==> src/rtl/painterengine_gpu_scanout_pkg.sv <==
// Shared types and constants for the framebuffer scanout controller.
// The optional underflow counter is enabled by PAINTERENGINE_SCANOUT_UNDERFLOW_CNT_EN (see top).
package painterengine_gpu_scanout_pkg;

    typedef enum logic [1:0] {
        IDLE  = 2'd0,
        ISSUE = 2'd1,
        DRAIN = 2'd2,
        DONE  = 2'd3
    } scan_state_t;

    localparam int unsigned BYTES_PER_PIXEL = 4;

    function automatic int unsigned fifo_clog2(input int unsigned value);
        int unsigned bits;
        bits = 0;
        while ((32'd1 << bits) < value) bits++;
        return bits;
    endfunction

endpackage

==> src/rtl/painterengine_gpu_scanout_fifo.sv <==
// Synchronous show-ahead pixel FIFO: the head word is visible on o_data while not empty, 0 otherwise.
// Part of the scanout controller (optional macro PAINTERENGINE_SCANOUT_UNDERFLOW_CNT_EN has no effect here).
module painterengine_gpu_scanout_fifo
    import painterengine_gpu_scanout_pkg::*;
#(
    parameter int unsigned DEPTH = 64,
    parameter int unsigned WIDTH = 32
) (
    input  logic                              i_clock,
    input  logic                              i_reset,
    input  logic                              i_push,
    input  logic [WIDTH-1:0]                  i_data,
    input  logic                              i_pop,
    output logic [WIDTH-1:0]                  o_data,
    output logic [fifo_clog2(DEPTH):0]        o_count,
    output logic                              o_empty,
    output logic                              o_full
);
    localparam int unsigned CW   = fifo_clog2(DEPTH);
    localparam int unsigned CNTW = CW + 1;

    logic [WIDTH-1:0] r_mem [DEPTH];
    logic [CW-1:0]    r_wr_ptr;
    logic [CW-1:0]    r_rd_ptr;
    logic [CNTW-1:0]  r_count;
    logic             w_do_push;
    logic             w_do_pop;

    assign o_empty   = (r_count == '0);
    assign o_full    = (r_count == CNTW'(DEPTH));
    assign w_do_push = i_push && !o_full;
    assign w_do_pop  = i_pop && !o_empty;
    assign o_count   = r_count;
    assign o_data    = o_empty ? '0 : r_mem[r_rd_ptr];

    always_ff @(posedge i_clock) begin
        if (w_do_push) r_mem[r_wr_ptr] <= i_data;
    end

    always_ff @(posedge i_clock) begin
        if (i_reset) begin
            r_wr_ptr <= '0;
            r_rd_ptr <= '0;
            r_count  <= '0;
        end else begin
            if (w_do_push) r_wr_ptr <= r_wr_ptr + CW'(1);
            if (w_do_pop)  r_rd_ptr <= r_rd_ptr + CW'(1);
            if (w_do_push && !w_do_pop)      r_count <= r_count + CNTW'(1);
            else if (w_do_pop && !w_do_push) r_count <= r_count - CNTW'(1);
        end
    end

endmodule

==> src/rtl/painterengine_gpu_scanout_ctrl.sv <==
// Frame scanout controller: credit-limited burst reads into a show-ahead FIFO drained by the DVI.
// Define PAINTERENGINE_SCANOUT_UNDERFLOW_CNT_EN to add the saturating o_wire_underflow_count output.
//
// state | meaning
// IDLE  | waiting for start; pops and read beats ignored
// ISSUE | issuing bursts while words remain and credit allows
// DRAIN | all bursts issued; waiting for the last beat and the last pop
// DONE  | one cycle; done/busy update registered on leaving
module painterengine_gpu_scanout_ctrl
    import painterengine_gpu_scanout_pkg::*;
#(
    parameter int unsigned FIFO_DEPTH = 64,
    parameter int unsigned BURST_LEN  = 16,
    parameter int unsigned ADDR_WIDTH = 32
) (
    input  logic                  i_wire_clock,
    input  logic                  i_wire_reset,
    input  logic                  i_wire_start,
    input  logic [ADDR_WIDTH-1:0] i_wire_base_addr,
    input  logic [15:0]           i_wire_clip_width,
    input  logic [15:0]           i_wire_clip_height,
    output logic                  o_wire_busy,
    output logic                  o_wire_done,
    output logic                  o_wire_rd_req_valid,
    input  logic                  i_wire_rd_req_ready,
    output logic [ADDR_WIDTH-1:0] o_wire_rd_req_addr,
    output logic [7:0]            o_wire_rd_req_len,
    input  logic                  i_wire_rd_data_valid,
    input  logic [31:0]           i_wire_rd_data,
    input  logic                  i_wire_next_rgb,
    output logic [31:0]           o_wire_rgba,
    output logic                  o_wire_rgba_valid,
    output logic                  o_wire_underflow
`ifdef PAINTERENGINE_SCANOUT_UNDERFLOW_CNT_EN
    ,
    output logic [15:0]           o_wire_underflow_count
`endif
);
    localparam int unsigned CNTW = fifo_clog2(FIFO_DEPTH) + 1;

    scan_state_t           r_state;
    scan_state_t           w_state_next;
    logic [31:0]           r_issue_rem;
    logic [31:0]           r_recv_rem;
    logic [31:0]           r_pop_rem;
    logic [ADDR_WIDTH-1:0] r_req_addr;
    logic [7:0]            r_req_len;
    logic                  r_req_valid;
    logic [CNTW-1:0]       r_inflight;
    logic                  r_busy;
    logic                  r_done;
    logic                  r_underflow;

    logic [31:0]           w_total;
    logic [7:0]            w_len;
    logic                  w_start_ok;
    logic                  w_hs;
    logic                  w_beat;
    logic                  w_pop_req;
    logic                  w_fifo_pop;
    logic                  w_underflow_pop;
    logic                  w_credit_ok;
    logic                  w_issue;
    logic [CNTW-1:0]       w_fifo_count;
    logic                  w_fifo_empty;
    logic                  w_fifo_full;
    logic [31:0]           w_fifo_data;

    assign w_total         = 32'(i_wire_clip_width) * 32'(i_wire_clip_height);
    assign w_start_ok      = i_wire_start && (r_state == IDLE);
    assign w_hs            = r_req_valid && i_wire_rd_req_ready;
    assign w_beat          = i_wire_rd_data_valid && (r_state != IDLE) && (r_inflight != '0);
    assign w_pop_req       = i_wire_next_rgb && (r_state != IDLE);
    assign w_fifo_pop      = w_pop_req && !w_fifo_empty;
    assign w_underflow_pop = w_pop_req && w_fifo_empty;
    assign w_len           = (r_issue_rem < 32'(BURST_LEN)) ? r_issue_rem[7:0] : 8'(BURST_LEN);
    // Reserving FIFO space for every outstanding word means a returning beat never meets a full FIFO.
    assign w_credit_ok     = (32'(w_fifo_count) + 32'(r_inflight) + 32'(w_len)) <= 32'(FIFO_DEPTH);
    assign w_issue         = (r_state == ISSUE) && !r_req_valid && (r_issue_rem != '0) && w_credit_ok;

    painterengine_gpu_scanout_fifo #(
        .DEPTH (FIFO_DEPTH),
        .WIDTH (32)
    ) u_fifo (
        .i_clock (i_wire_clock),
        .i_reset (i_wire_reset),
        .i_push  (w_beat && !w_fifo_full),
        .i_data  (i_wire_rd_data),
        .i_pop   (w_fifo_pop),
        .o_data  (w_fifo_data),
        .o_count (w_fifo_count),
        .o_empty (w_fifo_empty),
        .o_full  (w_fifo_full)
    );

    always_comb begin
        w_state_next = r_state;
        unique case (r_state)
            IDLE:    if (i_wire_start) w_state_next = (w_total == '0) ? DONE : ISSUE;
            ISSUE:   if ((r_issue_rem == '0) && !r_req_valid) w_state_next = DRAIN;
            DRAIN:   if ((r_recv_rem == '0) && (r_pop_rem == '0)) w_state_next = DONE;
            DONE:    w_state_next = IDLE;
            default: w_state_next = IDLE;
        endcase
    end

    always_ff @(posedge i_wire_clock) begin
        if (i_wire_reset) begin
            r_state     <= IDLE;
            r_issue_rem <= '0;
            r_recv_rem  <= '0;
            r_pop_rem   <= '0;
            r_req_addr  <= '0;
            r_req_len   <= '0;
            r_req_valid <= 1'b0;
            r_inflight  <= '0;
            r_busy      <= 1'b0;
            r_done      <= 1'b0;
            r_underflow <= 1'b0;
        end else begin
            r_state <= w_state_next;
            r_done  <= (r_state == DONE);
            if (w_start_ok) begin
                r_busy      <= 1'b1;
                r_issue_rem <= w_total;
                r_recv_rem  <= w_total;
                r_pop_rem   <= w_total;
                r_req_addr  <= i_wire_base_addr;
                r_underflow <= 1'b0;
            end else begin
                if (r_state == DONE) r_busy <= 1'b0;
                if (w_issue) begin
                    r_req_valid <= 1'b1;
                    r_req_len   <= w_len;
                end
                if (w_hs) begin
                    r_req_valid <= 1'b0;
                    r_req_addr  <= r_req_addr + ADDR_WIDTH'(r_req_len) * ADDR_WIDTH'(BYTES_PER_PIXEL);
                    r_issue_rem <= r_issue_rem - 32'(r_req_len);
                end
                r_inflight <= r_inflight + (w_hs ? CNTW'(r_req_len) : '0) - (w_beat ? CNTW'(1) : '0);
                if (w_beat)          r_recv_rem  <= r_recv_rem - 32'd1;
                if (w_fifo_pop)      r_pop_rem   <= r_pop_rem - 32'd1;
                if (w_underflow_pop) r_underflow <= 1'b1;
            end
        end
    end

`ifdef PAINTERENGINE_SCANOUT_UNDERFLOW_CNT_EN
    logic [15:0] r_underflow_count;

    always_ff @(posedge i_wire_clock) begin
        if (i_wire_reset || w_start_ok) r_underflow_count <= '0;
        else if (w_underflow_pop && (r_underflow_count != 16'hFFFF))
            r_underflow_count <= r_underflow_count + 16'd1;
    end

    assign o_wire_underflow_count = r_underflow_count;
`endif

    assign o_wire_busy         = r_busy;
    assign o_wire_done         = r_done;
    assign o_wire_rd_req_valid = r_req_valid;
    assign o_wire_rd_req_addr  = r_req_addr;
    assign o_wire_rd_req_len   = r_req_len;
    assign o_wire_rgba         = w_fifo_data;
    assign o_wire_rgba_valid   = !w_fifo_empty;
    assign o_wire_underflow    = r_underflow;

endmodule

==> config.mk <==
export PLATFORM = sky130hd
export DESIGN_NAME = painterengine_gpu_scanout_ctrl
export DESIGN_NICKNAME = d
export VERILOG_FILES = /design/src/rtl/painterengine_gpu_scanout_pkg.sv /design/src/rtl/painterengine_gpu_scanout_fifo.sv /design/src/rtl/painterengine_gpu_scanout_ctrl.sv
export SDC_FILE = /design/constraint.sdc
export NUM_CORES = 2
export LEC_CHECK = 0
export BUFFER_PORTS_ARGS = -buffer_cell sky130_fd_sc_hd__buf_2
export CAP_MARGIN = 20
export CORE_ASPECT_RATIO = 0.6
export CORE_MARGIN = 4
export CORE_UTILIZATION = 30
export CTS_CLUSTER_SIZE = 14
export DETAILED_ROUTE_END_ITERATION = 10
export PLACE_DENSITY_LB_ADDON = 0.08
export SYNTH_ARGS = -nofsm -noshare
export SYNTH_HDL_FRONTEND = slang
export SYNTH_SLANG_ARGS = --single-unit
==> constraint.sdc <==
create_clock -name i_wire_clock -period 6.8 [get_ports i_wire_clock]
set_input_delay 0.68 -clock i_wire_clock [delete_from_list [all_inputs] [get_ports i_wire_clock]]
set_output_delay 0.68 -clock i_wire_clock [all_outputs]
set_load 0.05 [all_outputs]
### Word-level counts from Yosys, hierarchy flattened

Memory sizes are Yosys's and may differ from the RTL's. A register that Yosys moved wholly into a read port is not among the register bits.
Index checks and enable logic that the tools add are counted.

* memories: 1
* RAM bits: 2048
* output and inout bits: 77
* logic and storage cells: 106
* register bits after elaboration: 168

* multiply operators: 1
* equality and inequality tests: 7
* magnitude comparators: 2
* bitwise logic cells: 1
* multiplexer cells: 27
* add/subtract/negate cells: 12
* reduce and logical (&&, ||, !) cells: 41

Memory list
* u_fifo.r_mem: words 64, width 32, rd ports 1, clocked after Yosys merged registers in 1, write ports 1, RTL line painterengine_gpu_scanout_fifo.sv:22 `logic [WIDTH-1:0] r_mem [DEPTH];`

Operators with widths (number)
* 2-to-1 mux 32 bit: 9
* zero test 32 bit: 4
* subtractor 32 x 1 -> 32 bit (second input constant): 2
* adder 32 x 10 -> 32 bit: 1
* < comparator 32 x 5 -> 1 bit (second input constant): 1
* multiplier 16 x 16 -> 32 bit: 1
* nonzero test 32 bit: 1
* subtractor 32 x 8 -> 32 bit: 1
* 2-to-1 mux 7 bit: 3
* logical AND 1 bit: 17
* nonzero test 2 bit: 7
* adder 6 x 1 -> 6 bit (second input constant): 2
* 2-to-1 mux 6 bit: 2
* adder 8 x 8 -> 9 bit: 1
* less-or-equal comparator 9 x 7 -> 1 bit (second input constant): 1
* adder 7 x 7 -> 8 bit: 1
* 2-to-1 mux 2 bit: 4
* 2-to-1 mux 8 bit: 1
* case mux 2 bit (4 select lines): 1
* adder 7 x 1 -> 7 bit (second input constant): 1
* adder 7 bit: 1
* == test 7 bit (second input constant): 1
* zero test 7 bit: 1
* 2-to-1 mux 1 bit: 7
* 13 further kinds: 20

### Longest topological paths before layout

* word-level depth: 9
* gate-level depth with buffers: 25
* gate-level depth less buffers: 22

### Cells and area by module

Synthesis repeated with hierarchy kept, for this count alone.

* cells, all modules: 5383
* area total of the unflattened synthesis: 96314.9 µm²

Modules (own cells, without submodules)
* painterengine_gpu_scanout_fifo: cells an instance 3374, instances 1, area each 79374.9 µm², sequential area each 61999.5 µm²
* painterengine_gpu_scanout_ctrl: cells an instance 2009, instances 1, area each 16940.0 µm², sequential area each 2982.9 µm²

### Worst setup path after synthesis

No wires, ideal clock.

* path type: input to register
* start: input i_wire_clip_width[6]
* end: register r_state[1]
* library setup time: 0.067 ns
* stages: 21
* required time: 6.733 ns
* path buffers: 3
* data arrival time: 6.521 ns
* setup slack: 0.212 ns
* path through: clkbuf_1 > clkbuf_1 > nand2_1 > fa_1 > fa_1 > fa_1 > fa_1 > fa_1 > fa_1 > inv_1 > ha_1 > buf_6 > a21o_1 > a311o_1 > a21o_1 > a311oi_2 > nor4bb_1 > or3_1 > a2111oi_0 > nand3_1 > o21ai_2

* cells in the longest elaborated chain, start to end: 5

RTL lines
* from (decl): RTL line painterengine_gpu_scanout_ctrl.sv:20 `input logic [15:0] i_wire_clip_width,`
* multiplier 16 x 16 -> 32 bit: RTL line painterengine_gpu_scanout_ctrl.sv:69 `assign w_total = 32'(i_wire_clip_width) * 32'(i_wire_clip_height);`
* zero test 32 bit: RTL line painterengine_gpu_scanout_ctrl.sv:99 `IDLE: if (i_wire_start) w_state_next = (w_total == '0) ? DONE : ISSUE;`
* 2-to-1 mux 2 bit (2 in series): RTL line painterengine_gpu_scanout_ctrl.sv:99
* case mux 2 bit (4 select lines): RTL line painterengine_gpu_scanout_ctrl.sv:98 `unique case (r_state)`
* to (signal assigned): RTL line painterengine_gpu_scanout_ctrl.sv:121 `r_state <= w_state_next;`
* to (decl): RTL line painterengine_gpu_scanout_ctrl.sv:41 `scan_state_t r_state;`

No other way between the ends. The select of a mux whose other input is x is not followed.
A chain may end at the register's enable or synchronous reset.

### Final worst setup path

* start: input i_wire_clip_width[11]
* end: register r_state[1]

The elaborated chain is that of the path after synthesis.

==> flow_metrics.env <==
export IMPL_synthCells=5170
export IMPL_crit_required_ps=7580
export IMPL_cts_htree_levels=4
export IMPL_die_w_um=738.8
export IMPL_hold_viol=0
export IMPL_antenna_found_initial=13
export IMPL_arrival_ps=6930
export IMPL_hp_class="in -> reg"
export IMPL_setup_violations_final=0
export IMPL_syn_area_um2=96120
export IMPL_core_um2=317900
export IMPL_overflow=0
export IMPL_finalClockSkew_ps=69.32
export IMPL_syn_to_final_growth_pct=16.21
export IMPL_ant_nets=0
export IMPL_ios=179
export IMPL_num_rows=160
export IMPL_drt_iter0_drc=4982
export IMPL_report_final_slew_viol_count=0
export IMPL_wl_mm=287.6
export IMPL_clk_pin_slew_worst_paths_ps=60
export IMPL_ys_async_sr_fraction_pct=0
export IMPL_ctsResizeCount=0
export IMPL_place_congestion=0.7858
export IMPL_fin_crit_ps=6151
export IMPL_cts_sinks=2222
export IMPL_startpoint_type="input pin"
export IMPL_rsz0062_at_grt="no"
export IMPL_initial_utilization_pct=30.24
export IMPL_end_kind="register"
export IMPL_die_h_um=446.5
export IMPL_clock_fmax_mhz=162.6
export IMPL_ir_worst_vdd_mv=0.5873
export IMPL_ys_ff_latch=2222
export IMPL_min_period_over_period_pct=90.45
export IMPL_timing_reg2reg_setup_slack_ps=1460
export IMPL_synth_edf_count=2048
export IMPL_synthFlopType="edfxtp_1"
export IMPL_dpl_hpwl_mm=173.1
export IMPL_seq_area_frac_synth_pct=67.60
export IMPL_dr_total_vias=50157
export IMPL_leakagePower_nw=35.55
export IMPL_die_area_um2=329800
export IMPL_cp_max_fo=9
export IMPL_num_nets_final=6078
export IMPL_hold_path_cell_count=1
export IMPL_worstSetupPathType="in -> reg"
export IMPL_cap_violations=0
export IMPL_cts_buffers=223
export IMPL_outcome="finished clean"
export IMPL_reg2reg_depth=20
export IMPL_synth_cell_types=75
export IMPL_clk_latency_ps=910
export IMPL_slew_headroom_pct=28.29
export IMPL_grt_pass1_wl_mm=404.7
export IMPL_root_buffer="clkbuf_16"
export IMPL_final_util_pct=35.14
export IMPL_avgViaCountPerCell=5.015
export IMPL_power_density_nw_per_um2=391.8
export IMPL_drt_drc_violations_left=0
export IMPL_globalRouteTotalUtil_pct=17.15
export IMPL_wire_per_inst_um=28.75
export IMPL_clock_path_buffers=4
export IMPL_grt_pass1_vias=50895
export IMPL_drive_gt1_share_pct=26.52
export IMPL_cts_tree="built"
export IMPL_port_buffers=178
export IMPL_synth_warnings=0
export IMPL_setup_tns_ps=0
export IMPL_drt_pass1_iterations=5
export IMPL_synth_area_per_cell_um2=18.59
export IMPL_tightest_slew_ps=1076
export IMPL_grt_max_degree=107
==> flip-flops by register name (all words and copies together), names as in the netlist, named ones only <==
name,cells
o_wire_rd_req_addr,32
o_wire_rd_req_valid,1
u_fifo.r_rd_ptr,6
o_wire_underflow,1
r_inflight,7
r_issue_rem,32
u_fifo.o_count,7
o_wire_done,1
o_wire_busy,1
r_pop_rem,32
r_state,2
o_wire_rd_req_len,8
u_fifo.r_mem,2048
u_fifo.r_wr_ptr,6
r_recv_rem,32
==> final timing paths <==
check	start	end
setup / recovery	i_wire_clip_width[11]	r_state[1]$_SDFFE_PP0P_
hold reg to reg	o_wire_rd_req_addr[0]$_SDFFE_PP0P_	o_wire_rd_req_addr[0]$_SDFFE_PP0P_
hold / removal	i_wire_rd_data[24]	u_fifo.r_mem[46][24]$_DFFE_PP_
setup reg to reg	r_issue_rem[17]$_SDFFE_PP0N_	o_wire_rd_req_len[1]$_SDFFE_PP0P_
==> cells in the mapped netlist (11+ instances only) <==
library cell	instances	area, um^2
buf_2	55	275.3
nand3_1	28	140.1
xnor2_1	92	805.8
dfxtp_1	174	3483
mux4_2	652	14680
nand2_1	274	1028
nor3_1	42	210.2
nor2_1	188	705.7
edfxtp_1	2048	61500
nor4_1	22	137.6
clkbuf_1	180	675.7
buf_1	27	101.4
mux2i_1	26	260.3
a211oi_1	86	645.6
fa_1	206	4124
nand4_1	18	112.6
ha_1	153	1914
a21o_1	43	322.8
and2_1	113	706.9
xor2_1	59	516.8
inv_1	247	927.1
or3_1	22	137.6
a21oi_1	148	740.7
o21ai_0	45	225.2
o21bai_1	17	127.6
nor2b_1	43	269.0
or4_1	11	82.58
==> placed cells by master, fill, tap and decap left out, types with 59 or more instances in the layout <==
cell,n
buf_4,244
fa_1,206
nor2_4,65
xor2_1,59
mux4_2,652
dfxtp_1,168
a21oi_1,148
xnor2_1,92
nor2_1,123
nand2_1,273
edfxtp_1,2048
ha_1,153
and2_1,112
clkbuf_16,225
a211oi_1,86
inv_1,247
buf_2,177
==> critical path: stages <==
cell and delay (ps):
buf_2 140, buf_4 140, buf_4 160, and2_1 170, fa_1 510, inv_1 50
fa_1 470, fa_1 610, fa_1 450, fa_1 500, fa_1 520, inv_1 50
ha_1 300, and2_1 200, a21o_1 190, a221oi_1 400, o31ai_1 210, a21boi_0 260
xnor2_1 130, a2111oi_0 380, buf_4 180, nand3_1 70, o21ai_2 130
==> timing repair <==
| action | 4_1_cts | 5_1_grt |
|---|---|---|
| hold endpoints to repair | 2 | 0 |
| hold buffers | 2 | 0 |
| buffers inserted | 0 | 0 |
==> through the flow <==
stage / worst slack, ps / area (um^2) / power [W] / std cells / hold WS, ps
after global routing: 385.8 / 111700 / 0.04637 / 10001 / 0.3266
final: 649.2 / 111700 / 0.04376 / 10002 / 62.39
after CTS: 726.0 / 111200 / 0.04438 / 9976 / 5.233
after global placement: -286.7 / 104300 / 0.03222 / 9577 / 439.2
after floorplan: 212.1 / 96130 / 0.02558 / 5172 / 431.9
after detailed placement: -171.3 / 104300 / 0.03214 / 9578 / 454.0
==> where the power goes <==
part           leakage [nW]  switching [W]  internal [W]
Sequential             19.8       0.000392        0.0153
Clock                  3.35        0.00535       0.00663
Combinational          12.4        0.00914       0.00697
==> layout make-up <==
class	instances	area, um^2
clock inverters	111	969.7
multi-input cells	2439	29660
well taps	4212	5270
clock buffers	285	5896
inverters	248	930.9
fillers	29887	206200
flip-flops and latches	2222	65000
diodes	2	5.005
repair buffers	483	3969
==> cell families after synthesis <==
kind of cell,Yosys count,share of synthesized area [%]
flip-flops,2222,67.60
AND/OR/NAND/NOR,826,4.245
other,1,0.003901
AO/OA/AOI/OAI,422,2.869
adder cells (fa/ha/maj),359,6.282
multiplexers,678,15.55
buffers and inverters,511,2.075
XOR/XNOR,151,1.376
==> metal layers <==
layer	global-route usage (%)	wire length, um	up-vias
met2	23.28	116600	1323
met4	3.109	4887	4
met5	0	32	-
met3	3.230	16850	299
met1	28.13	149200	27215
li1	-	-	21316
Power figures use the tool's default switching activity.
